File: src/rtl/mbist_pkg.sv
// Shared types for the March C- memory BIST controller: FSM states,
// element indices and the per-element operation table.
package mbist_pkg;

  typedef enum logic [2:0] {IDLE, RD, WT, WR, NXT, DONE} stateT;

  localparam logic [2:0] M0 = 3'd0;
  localparam logic [2:0] M1 = 3'd1;
  localparam logic [2:0] M2 = 3'd2;
  localparam logic [2:0] M3 = 3'd3;
  localparam logic [2:0] M4 = 3'd4;
  localparam logic [2:0] M5 = 3'd5;
  localparam logic [2:0] LAST_ELEM = M5;

  typedef struct packed {
    logic down;      // address order: 1 = DEPTH-1 .. 0
    logic hasRead;
    logic readVal;   // 0 = background, 1 = inverted background
    logic hasWrite;
    logic writeVal;
  } elemT;

  // Entries 6 and 7 are unreachable; they mirror M5 so every index decodes.
  localparam elemT ELEM_TABLE [0:7] = '{
    '{1'b0, 1'b0, 1'b0, 1'b1, 1'b0},   // M0 up   w0
    '{1'b0, 1'b1, 1'b0, 1'b1, 1'b1},   // M1 up   r0,w1
    '{1'b0, 1'b1, 1'b1, 1'b1, 1'b0},   // M2 up   r1,w0
    '{1'b1, 1'b1, 1'b0, 1'b1, 1'b1},   // M3 down r0,w1
    '{1'b1, 1'b1, 1'b1, 1'b1, 1'b0},   // M4 down r1,w0
    '{1'b0, 1'b1, 1'b0, 1'b0, 1'b0},   // M5 up   r0
    '{1'b0, 1'b1, 1'b0, 1'b0, 1'b0},
    '{1'b0, 1'b1, 1'b0, 1'b0, 1'b0}
  };

endpackage

File: src/rtl/mbist_addr_gen.sv
// Loadable up/down address counter for the BIST walk; isLast flags the final
// address of the current element in its direction.
module mbist_addr_gen #(
  parameter int ADDR_W = 6,
  parameter int DEPTH  = 64
) (
  input  logic              clk,
  input  logic              rstN,
  input  logic              load,
  input  logic              loadDown,
  input  logic              step,
  input  logic              down,
  output logic [ADDR_W-1:0] addr,
  output logic              isLast
);

  localparam logic [ADDR_W-1:0] LAST_ADDR = ADDR_W'(DEPTH - 1);

  logic [ADDR_W-1:0] addrReg;

  always_ff @(posedge clk or negedge rstN) begin
    if (!rstN) begin
      addrReg <= '0;
    end else if (load) begin
      addrReg <= loadDown ? LAST_ADDR : '0;
    end else if (step) begin
      addrReg <= down ? addrReg - 1'b1 : addrReg + 1'b1;
    end
  end

  assign addr   = addrReg;
  assign isLast = down ? (addrReg == '0) : (addrReg == LAST_ADDR);

endmodule

File: src/rtl/ram_mbist_ctrl.sv
// March C- BIST initiator for a single-port RAM with first-failure capture.
// Define MBIST_STOP_ON_FAIL_EN to end the run at the first mismatch.
module ram_mbist_ctrl #(
  parameter int ADDR_W = 6,
  parameter int DATA_W = 8,
  parameter int DEPTH  = 64,
  parameter int RD_LAT = 1,
  parameter logic [DATA_W-1:0] BG = 8'h00
) (
  input  logic              CoreIN_CLK,
  input  logic              CoreIN_RESET,
  input  logic              start,
  output logic              busy,
  output logic              done,
  output logic              fail,
  output logic [ADDR_W-1:0] fail_addr,
  output logic [2:0]        fail_elem,
  output logic [DATA_W-1:0] fail_data,
  output logic              ram_rx,
  output logic              ram_tx,
  output logic [ADDR_W-1:0] ram_addr,
  output logic [DATA_W-1:0] ram_din,
  input  logic [DATA_W-1:0] ram_dout
);

  import mbist_pkg::*;

  localparam logic [1:0] LAT_LAST = 2'(RD_LAT > 0 ? RD_LAT - 1 : 0);

  stateT             stateReg, stateNext;
  logic [2:0]        elemReg, elemNext;
  logic [1:0]        latCntReg, latCntNext;
  logic              busyReg, doneReg, ramRxReg, ramTxReg;
  logic [DATA_W-1:0] ramDinReg;
  logic              failReg;
  logic [ADDR_W-1:0] failAddrReg;
  logic [2:0]        failElemReg;
  logic [DATA_W-1:0] failDataReg;

  logic              agLoad, agLoadDown, agStep, agIsLast;
  logic [ADDR_W-1:0] agAddr;
  logic              compare, mismatch, readDone, advance, clearFlags;
  logic [DATA_W-1:0] expData;

  assign expData = ELEM_TABLE[elemReg].readVal ? ~BG : BG;

  mbist_addr_gen #(
    .ADDR_W (ADDR_W),
    .DEPTH  (DEPTH)
  ) u_addr_gen (
    .clk      (CoreIN_CLK),
    .rstN     (CoreIN_RESET),
    .load     (agLoad),
    .loadDown (agLoadDown),
    .step     (agStep),
    .down     (ELEM_TABLE[elemReg].down),
    .addr     (agAddr),
    .isLast   (agIsLast)
  );

  always_comb begin
    stateNext  = stateReg;
    elemNext   = elemReg;
    latCntNext = latCntReg;
    agLoad     = 1'b0;
    agLoadDown = 1'b0;
    agStep     = 1'b0;
    compare    = 1'b0;
    mismatch   = 1'b0;
    readDone   = 1'b0;
    advance    = 1'b0;
    clearFlags = 1'b0;

    case (stateReg)
      IDLE, DONE: begin
        if (start) begin
          clearFlags = 1'b1;
          elemNext   = M0;
          agLoad     = 1'b1;
          agLoadDown = ELEM_TABLE[M0].down;
          stateNext  = ELEM_TABLE[M0].hasRead ? RD : WR;
        end
      end
      RD: begin
        if (RD_LAT == 0) begin
          compare  = 1'b1;
          readDone = 1'b1;
        end else begin
          latCntNext = '0;
          stateNext  = WT;
        end
      end
      WT: begin
        if (latCntReg == LAT_LAST) begin
          compare  = 1'b1;
          readDone = 1'b1;
        end else begin
          latCntNext = latCntReg + 2'd1;
        end
      end
      WR:      advance = 1'b1;
      default: stateNext = IDLE;
    endcase

    if (readDone) begin
      if (ELEM_TABLE[elemReg].hasWrite) stateNext = WR;
      else                              advance   = 1'b1;
    end

    // Address/element advance happens in the same edge as the last operation.
    if (advance) begin
      if (agIsLast) begin
        if (elemReg == LAST_ELEM) begin
          stateNext = DONE;
        end else begin
          elemNext   = elemReg + 3'd1;
          agLoad     = 1'b1;
          agLoadDown = ELEM_TABLE[elemNext].down;
          stateNext  = ELEM_TABLE[elemNext].hasRead ? RD : WR;
        end
      end else begin
        agStep    = 1'b1;
        stateNext = ELEM_TABLE[elemReg].hasRead ? RD : WR;
      end
    end

    mismatch = compare && (ram_dout != expData);

`ifdef MBIST_STOP_ON_FAIL_EN
    if (mismatch) begin
      stateNext = DONE;
      elemNext  = elemReg;
      agLoad    = 1'b0;
      agStep    = 1'b0;
    end
`endif
  end

  always_ff @(posedge CoreIN_CLK or negedge CoreIN_RESET) begin
    if (!CoreIN_RESET) begin
      stateReg    <= IDLE;
      elemReg     <= M0;
      latCntReg   <= '0;
      busyReg     <= 1'b0;
      doneReg     <= 1'b0;
      ramRxReg    <= 1'b0;
      ramTxReg    <= 1'b0;
      ramDinReg   <= '0;
      failReg     <= 1'b0;
      failAddrReg <= '0;
      failElemReg <= '0;
      failDataReg <= '0;
    end else begin
      stateReg  <= stateNext;
      elemReg   <= elemNext;
      latCntReg <= latCntNext;
      busyReg   <= (stateNext == RD) || (stateNext == WT) || (stateNext == WR);
      doneReg   <= (stateNext == DONE);
      ramRxReg  <= (stateNext == RD);
      ramTxReg  <= (stateNext == WR);
      if (stateNext == WR)
        ramDinReg <= ELEM_TABLE[elemNext].writeVal ? ~BG : BG;
      else
        ramDinReg <= '0;

      if (clearFlags) begin
        failReg     <= 1'b0;
        failAddrReg <= '0;
        failElemReg <= '0;
        failDataReg <= '0;
      end else if (mismatch && !failReg) begin
        failReg     <= 1'b1;
        failAddrReg <= agAddr;
        failElemReg <= elemReg;
        failDataReg <= ram_dout;
      end
    end
  end

  assign busy      = busyReg;
  assign done      = doneReg;
  assign fail      = failReg;
  assign fail_addr = failAddrReg;
  assign fail_elem = failElemReg;
  assign fail_data = failDataReg;
  assign ram_rx    = ramRxReg;
  assign ram_tx    = ramTxReg;
  assign ram_addr  = agAddr;
  assign ram_din   = ramDinReg;

endmodule
File: config.mk
export PLATFORM = sky130hd
export DESIGN_NAME = ram_mbist_ctrl
export DESIGN_NICKNAME = d
export VERILOG_FILES = /design/src/rtl/mbist_pkg.sv /design/src/rtl/mbist_addr_gen.sv /design/src/rtl/ram_mbist_ctrl.sv
export SDC_FILE = /design/constraint.sdc
export NUM_CORES = 1
export LEC_CHECK = 0
export ABC_CLOCK_PERIOD_IN_PS = 3300
export CAP_MARGIN = 0
export CORE_MARGIN = 2
export CORE_UTILIZATION = 50
export CTS_BUF_LIST = sky130_fd_sc_hd__clkbuf_8
export DETAILED_ROUTE_END_ITERATION = 8
export PLACE_DENSITY = 0.8
export SETUP_SLACK_MARGIN = 0.02
export SKIP_LAST_GASP = 1
export SLEW_MARGIN = 20
export SYNTH_ARGS = -nofsm -noshare
export SYNTH_HDL_FRONTEND = slang
export SYNTH_SLANG_ARGS = --single-unit
File: constraint.sdc
create_clock -name CoreIN_CLK -period 3.3 [get_ports CoreIN_CLK]
set_input_delay 0.66 -clock CoreIN_CLK [delete_from_list [all_inputs] [get_ports CoreIN_CLK]]
set_output_delay 0.66 -clock CoreIN_CLK [all_outputs]
set_load 0.1 [all_outputs]
==> results of run 1 <==
==> where the power goes <==
part / switching (µW) / internal [µW] / total (µW)
Combinational: 14.2 / 12.3 / 26.4
Sequential: 0 / 453 / 453
Clock: 152 / 243 / 395
Total: 166 / 709 / 875
==> area by class of cell <==
| class | instances | area [µm²] | area share (%) |
|---|---|---|---|
| multi-input combinational | 161 | 1010 | 39.8 |
| sequential | 37 | 926 | 36.3 |
| timing repair buffer | 49 | 393 | 15.4 |
| clock buffer | 6 | 82.6 | 3.24 |
| tap | 50 | 62.6 | 2.45 |
| inverter | 10 | 37.5 | 1.47 |
| clock inverter | 2 | 33.8 | 1.32 |
==> path summary, 6_finish.rpt <==
kind | startpoint | endpoint
max | elemReg[0] | ram_din[6]
min | latCntReg[0] | latCntReg[0]
max reg2reg | elemReg[0] | ram_din[6]
min reg2reg | latCntReg[0] | latCntReg[0]
max in group asynchronous | CoreIN_RESET | busy
min in group asynchronous | CoreIN_RESET | fail_addr[3]
==> state kept, by name, indices dropped and copies added, names as in the netlist, 2 cells and up <==
register and flops:
latCntReg 2, fail_elem 3, elemReg 3, stateReg 3
fail_addr 6, u_addr_gen.addr 6, fail_data 8
==> metal layers <==
metal	vias to the layer above	GRT usage, %	part of all wire, %
met5	-	0	0
met4	0	10.5	1.8
met3	7	2.96	4.1
met2	40	32.5	49
met1	821	25.8	45
li1	848	-	-
==> worst max-delay path, cell delays in order (launching register included) <==
cell and delay, ps:
dfrtp_1 460, inv_1 120, ha_1 250, mux2_4 330
or3_4 410, a21oi_1 310, a21oi_1 130, a311o_1 350
and3_1 170
==> synthesized netlist by cell type, types with 3 or more instances <==
master	count	area, µm²
a21o_1	4	30.0
a21oi_1	15	75.1
a31oi_1	3	18.8
buf_4	8	60.1
clkbuf_1	7	26.3
dfrtp_1	37	926
ha_1	11	138
inv_1	10	37.5
nand2_1	41	154
nand3_1	4	20.0
nand4_1	3	18.8
nor2_1	14	52.6
nor4_1	3	18.8
o21ai_0	22	110
o21bai_1	3	22.5
xnor2_1	4	35.0
==> kinds of logic (layout without fill, tap and decap cells) <==
logic type,count (synthesis),in the layout,synth area share (%)
XOR/XNOR,5,5,2.12
AND/OR/NAND/NOR,81,81,18.4
flip-flops,37,37,44.8
adder cells (fa/ha/maj),12,12,7.64
AO/OA/AOI/OAI,59,59,18.7
multiplexers,4,4,2.24
buffers and inverters,25,67,6.00
==> through the flow <==
| stage | area (µm²) | power [µW] | utilization, % |
|---|---|---|---|
| 2_1_floorplan | 2060 | 464 | - |
| 3_3_place_gp | 2430 | 489 | 60.8 |
| 3_5_place_dp | 2430 | 489 | 60.8 |
| 4_1_cts | 2550 | 881 | 63.7 |
| 5_1_grt | 2550 | 902 | 63.7 |
| 6_report | 2550 | 875 | 63.7 |
==> key figures, run 1 <==
Clock tree
  – Sink Count: 37
  – Clock tree root buffer cell: clkbuf_8
  – Worst-Skew Late Latency: 290 ps
  – CTS tree: yes
  – Clock-pin slew on the worst setup and hold paths: 70 ps
  – CTS Hold Buffers Added: 0
  – CTS Buf Count: 5
  – H-tree levels: 2
  – Postcts setup bufs: 0
  – PostCTS Resize Cnt: 0
  – Clk buf depth: 2

STA
  – Fin crit period: 2630 ps
  – Final WS setup: around 670 ps
  – Hold Worst Slack: between 400 and 500 ps
  – Fmax: 0.381 GHz
  – Slew margin rel.: between 60% and 70%
  – Tcrit/Tclk final: 79.6%
  – Clk_skew: ~10 ps
  – Slew Limit Fails: 0
  – Final setup violating endpoints: 0
  – Setup TNS: 0 ps
  – Worst-Margin Slew: 549 ps
  – RSZ-0062 raised after global routing: false
  – Final Hold Violating Endpoints: 0

Cells and area
  – # diodes: 0
  – Commonest non-fill, non-tap cells in the layout: nand2_1, buf_4, dfrtp_1
  – Non-Filler Instances: 315
  – Commonest non-fill, non-tap cell in the layout: nand2_1
  – Final nets: 287
  – Layout cells sized above 1: between 20 and 25%
  – Area grow syn2layout: 23.5%
  – Fillcell total: 348

Setup path
  – Worst endpoint required time: 3470 ps
  – Worst setup EP type: flip-flop
  – R2r setup slk: about 670 ps
  – Crit path DAT: 2800 ps
  – Critical path type: reg -> reg
  – CP startpoint kind: flip-flop
  – Worst Reg2Reg Path Length in Cells: 8
  – CP max FO: 8

Detailed routing
  – Post-route ant nets: 0
  – Vias/cell: 5.45
  – Drt first-iter violations: 64
  – Via count: 1716
  – Pre-antenna DRT Iters: 4
  – Routed WL per cell: roughly 13 µm
  – Final WL: 4.24 mm
  – DRC: 0

Logic synthesis
  – Gate Count Post-Synth: 223
  – Synthesized Nets: 246
  – #FFs+latches synth: 37
  – Synthesized cell area: 2060 µm²
  – Post-synth ARST share: between 90% and 100%
  – Sequential area share after synthesis: 44.8%
  – Post-synth EDFFs: 0
  – Synth cell types: 41
  – Synth Warn #: 0
  – Mean Syn Cell Area: a little over 9 µm²
  – Most used DFF post-synth: dfrtp_1

Floorplan
  – Die Width: 68.3 µm
  – Row count: 23
  – Initial core utilization: between 50% and 60%
  – Die Span Y: 68.3 µm
  – Total I/O pin count: 47
  – Core footprint: approximately 4000 µm²
  – Die ar.: 4660 µm²

Global routing
  – Gr usage total: 20.0%
  – First-pass GRT wire length: between 6 and 7 mm
  – Initial antenna violation count: 0
  – Vias in the first global route: 1566
  – Global route overflow: 0
  – Pin count of the biggest net entering global routing: 38

Power
  – Max rail drop VDD: 0.173 mV
  – Leakage: 0.00123 µW
  – Power per cell area: 343 nW/µm²

Placed design
  – PortBufs: 46
  – Pre-CTS WS: about 750 ps
  – Placed cells: 307
  – DP HPWL: 3.14 mm
  – Gpl congestion: 0.841

Job
  – Max-Cap Viols: 0

Status
  – Status: completed

Worst hold path
  – Hold path cells: 1
  – Type of the worst min-delay path: reg -> reg
Power figures use the tool's default switching activity.
==> run 2, diff against run 1 <==
--- a/config.mk
+++ b/config.mk
@@ -5,7 +5,7 @@
 export SDC_FILE = /design/constraint.sdc
 export NUM_CORES = 1
 export LEC_CHECK = 0
-export ABC_CLOCK_PERIOD_IN_PS = 3300
+export ABC_CLOCK_PERIOD_IN_PS = 2700
 export CAP_MARGIN = 0
 export CORE_MARGIN = 2
 export CORE_UTILIZATION = 50
==> constraint.sdc (replaced) <==
create_clock -name CoreIN_CLK -period 2.7 [get_ports CoreIN_CLK]
set_input_delay 0.54 -clock CoreIN_CLK [delete_from_list [all_inputs] [get_ports CoreIN_CLK]]
set_output_delay 0.54 -clock CoreIN_CLK [all_outputs]
set_load 0.1 [all_outputs]
==> key figures, run 2 (synthesized netlist as in run 1, its figures left out) <==
Placed design
  – DP HPWL: 3.23 mm (was 3.14 mm)
  – Placed cells: 312 (was 307)
  – Gpl congestion: 0.832 (was 0.841)
  – Pre-CTS WS: 160 ps (was 745 ps)
  – PortBufs: 46 (unchanged)

Floorplan
  – Core footprint: 4000 µm² (unchanged)
  – Die Width: 68.3 µm (unchanged)
  – Die Span Y: 68.3 µm (unchanged)
  – Initial core utilization: 51.6% (unchanged)
  – Total I/O pin count: 47 (unchanged)
  – Die ar.: 4660 µm² (unchanged)
  – Row count: 23 (unchanged)

Clock tree
  – CTS Buf Count: 5 (unchanged)
  – CTS tree: yes (unchanged)
  – Clock tree root buffer cell: clkbuf_8 (unchanged)
  – Sink Count: 37 (unchanged)
  – Clock-pin slew on the worst setup and hold paths: 80 ps (was 70 ps)
  – Clk buf depth: 2 (unchanged)
  – Worst-Skew Late Latency: 290 ps (about the same)
  – H-tree levels: 2 (unchanged)
  – CTS Hold Buffers Added: 0 (unchanged)

STA
  – Tcrit/Tclk final: 93.7% (was 79.6%)
  – Fin crit period: 2530 ps (was 2630 ps)
  – Hold Worst Slack: 490 ps (was 480 ps)
  – Setup TNS: 0 ps (unchanged)
  – Final WS setup: 170 ps (was 673 ps)
  – Worst-Margin Slew: 514 ps (was 549 ps)
  – Final setup violating endpoints: 0 (unchanged)
  – RSZ-0062 raised after global routing: false (unchanged)
  – Slew Limit Fails: 0 (unchanged)
  – Slew margin rel.: 65.6% (was 63.2%)
  – Final Hold Violating Endpoints: 0 (unchanged)
  – Fmax: 0.395 GHz (was 0.381 GHz)
  – Clk_skew: 8.29 ps (was 10.2 ps)

Setup path
  – R2r setup slk: 170 ps (was 670 ps)
  – Delay-heaviest family, CP: compound AO/OA/AOI/OAI gates (unchanged)
  – CP max FO: 8 (unchanged)
  – Worst endpoint required time: 2880 ps (was 3470 ps)
  – Critical path buffers and inverters: 0 (was 1)
  – Slowest Stage Delay on Critical Path: 450 ps (was 460 ps)
  – Critical-path cell list: ha_1 > mux2_4 > or3_4 > a21oi_1 > a21oi_1 > a311o_1 > and3_1 (was inv_1 > ha_1 > mux2_4 > or3_4 > a21oi_1 > a21oi_1 > a311o_1 > and3_1)
  – Most used cell, CP: a21oi_1 (unchanged)
  – CP startpoint kind: flip-flop (unchanged)
  – Worst setup EP type: flip-flop (unchanged)
  – Critical path type: reg -> reg (unchanged)
  – Crit path DAT: 2710 ps (was 2800 ps)
  – CP max stage cell: dfrtp_2 (was dfrtp_1)

Global routing
  – Initial antenna violation count: 0 (unchanged)
  – Global route overflow: 0 (unchanged)
  – Gr usage total: 20.7% (was 20.0%)
  – First-pass GRT wire length: 7.06 mm (was 6.85 mm)
  – Vias in the first global route: 1514 (was 1566)
  – Pin count of the biggest net entering global routing: 38 (unchanged)

Cells and area
  – Non-Filler Instances: 320 (was 315)
  – Commonest non-fill, non-tap cells in the layout: buf_4, nand2_1, dfrtp_1 (was nand2_1, buf_4, dfrtp_1)
  – Reg area: 928 µm² (was 926 µm²)
  – Area grow syn2layout: 24.7% (was 23.5%)
  – Final nets: 292 (was 287)
  – # diodes: 0 (unchanged)
  – Number of flip-flops in the largest register: 8 (unchanged)
  – Commonest non-fill, non-tap cell in the layout: buf_4 (was nand2_1)
  – Fillcell total: 320 (was 348)
  – Multi-input combinational cell area: 1020 µm² (was 1010 µm²)
  – Layout cells sized above 1: 23.3% (was 20.4%)

Detailed routing
  – Via count: 1741 (was 1716)
  – Final WL: 4.34 mm (was 4.24 mm)
  – Drt first-iter violations: 78 (was 64)
  – DRC: 0 (unchanged)
  – Routed WL per cell: 13.5 µm (about the same)
  – Pre-antenna DRT Iters: 4 (unchanged)
  – Vias/cell: 5.44 (was 5.45)
  – Post-route ant nets: 0 (unchanged)

Job
  – Max-Cap Viols: 0 (unchanged)

Power
  – Power per cell area: 385 nW/µm² (was 343 nW/µm²)
  – Max rail drop VDD: 0.244 mV (was 0.173 mV)
  – Overall power: 990 µW (was 875 µW)
  – Leakage: 0.00125 µW (was 0.00123 µW)

Worst hold path
  – Type of the worst min-delay path: reg -> reg (unchanged)

Status
  – Status: completed (unchanged)
==> run 2: worst reg2reg max path: stages, from the launching register on <==
cell	delay (ps)
dfrtp_2	450
ha_1	280
mux2_4	360
or3_4	410
a21oi_1	300
a21oi_1	120
a311o_1	340
and3_1	170
==> run 2: worst paths after layout <==
| kind | start | end | depth (start not counted) |
|---|---|---|---|
| min | latCntReg[0] | latCntReg[0] | 1 |
| min in group asynchronous | CoreIN_RESET | fail_addr[0] | 2 |
| max in group asynchronous | CoreIN_RESET | elemReg[0] | 2 |
| max reg2reg | elemReg[0] | ram_din[6] | 7 |
| max | elemReg[0] | ram_din[6] | 7 |
| min reg2reg | latCntReg[0] | latCntReg[0] | 1 |
==> run 2: where the power goes <==
part | switching (µW) | internal (µW)
clock network | 197 | 207
logic | 17.4 | 15.0
registers | 0 | 554
==> run 2: cell type report <==
class                           count  area share [%]
Multi-Input combinational cell    161            39.6
Sequential cell                    37            36.1
Timing Repair Buffer               54            16.7
Clock buffer                        6            3.21
Tap cell                           50            2.43
Inverter                           10            1.46
Clock inverter                      2           0.534
==> run 2: through the flow <==
stage,util [%],instance area (µm²)
finish,64.4,2570
global route,64.4,2570
CTS,64.2,2570
detailed placement,61.8,2470
global placement,61.8,2470
floorplan,-,2060
==> run 2: routing by layer <==
| metal | part of all wire (%) | vias up | GRT usage, % |
|---|---|---|---|
| met5 | 0 | - | 0 |
| met2 | 48 | 56 | 32.8 |
| met1 | 45 | 821 | 27.5 |
| met3 | 5.4 | 8 | 4.61 |
| li1 | - | 856 | - |
| met4 | 1.6 | 0 | 8.00 |
==> run 2: repair_timing <==
action | CTS | global route
buffers inserted | 0 | 0
resized for setup | 0 | 3
endpoints found under the setup margin | 0 | 2
==> run 3, diff against run 2 <==
--- a/config.mk
+++ b/config.mk
@@ -14,7 +14,6 @@
 export PLACE_DENSITY = 0.8
 export SETUP_SLACK_MARGIN = 0.02
 export SKIP_LAST_GASP = 1
-export SLEW_MARGIN = 20
 export SYNTH_ARGS = -nofsm -noshare
 export SYNTH_HDL_FRONTEND = slang
 export SYNTH_SLANG_ARGS = --single-unit
==> results of run 3 <==
The final DEF is identical to that of run 2; final timing and power are the same.
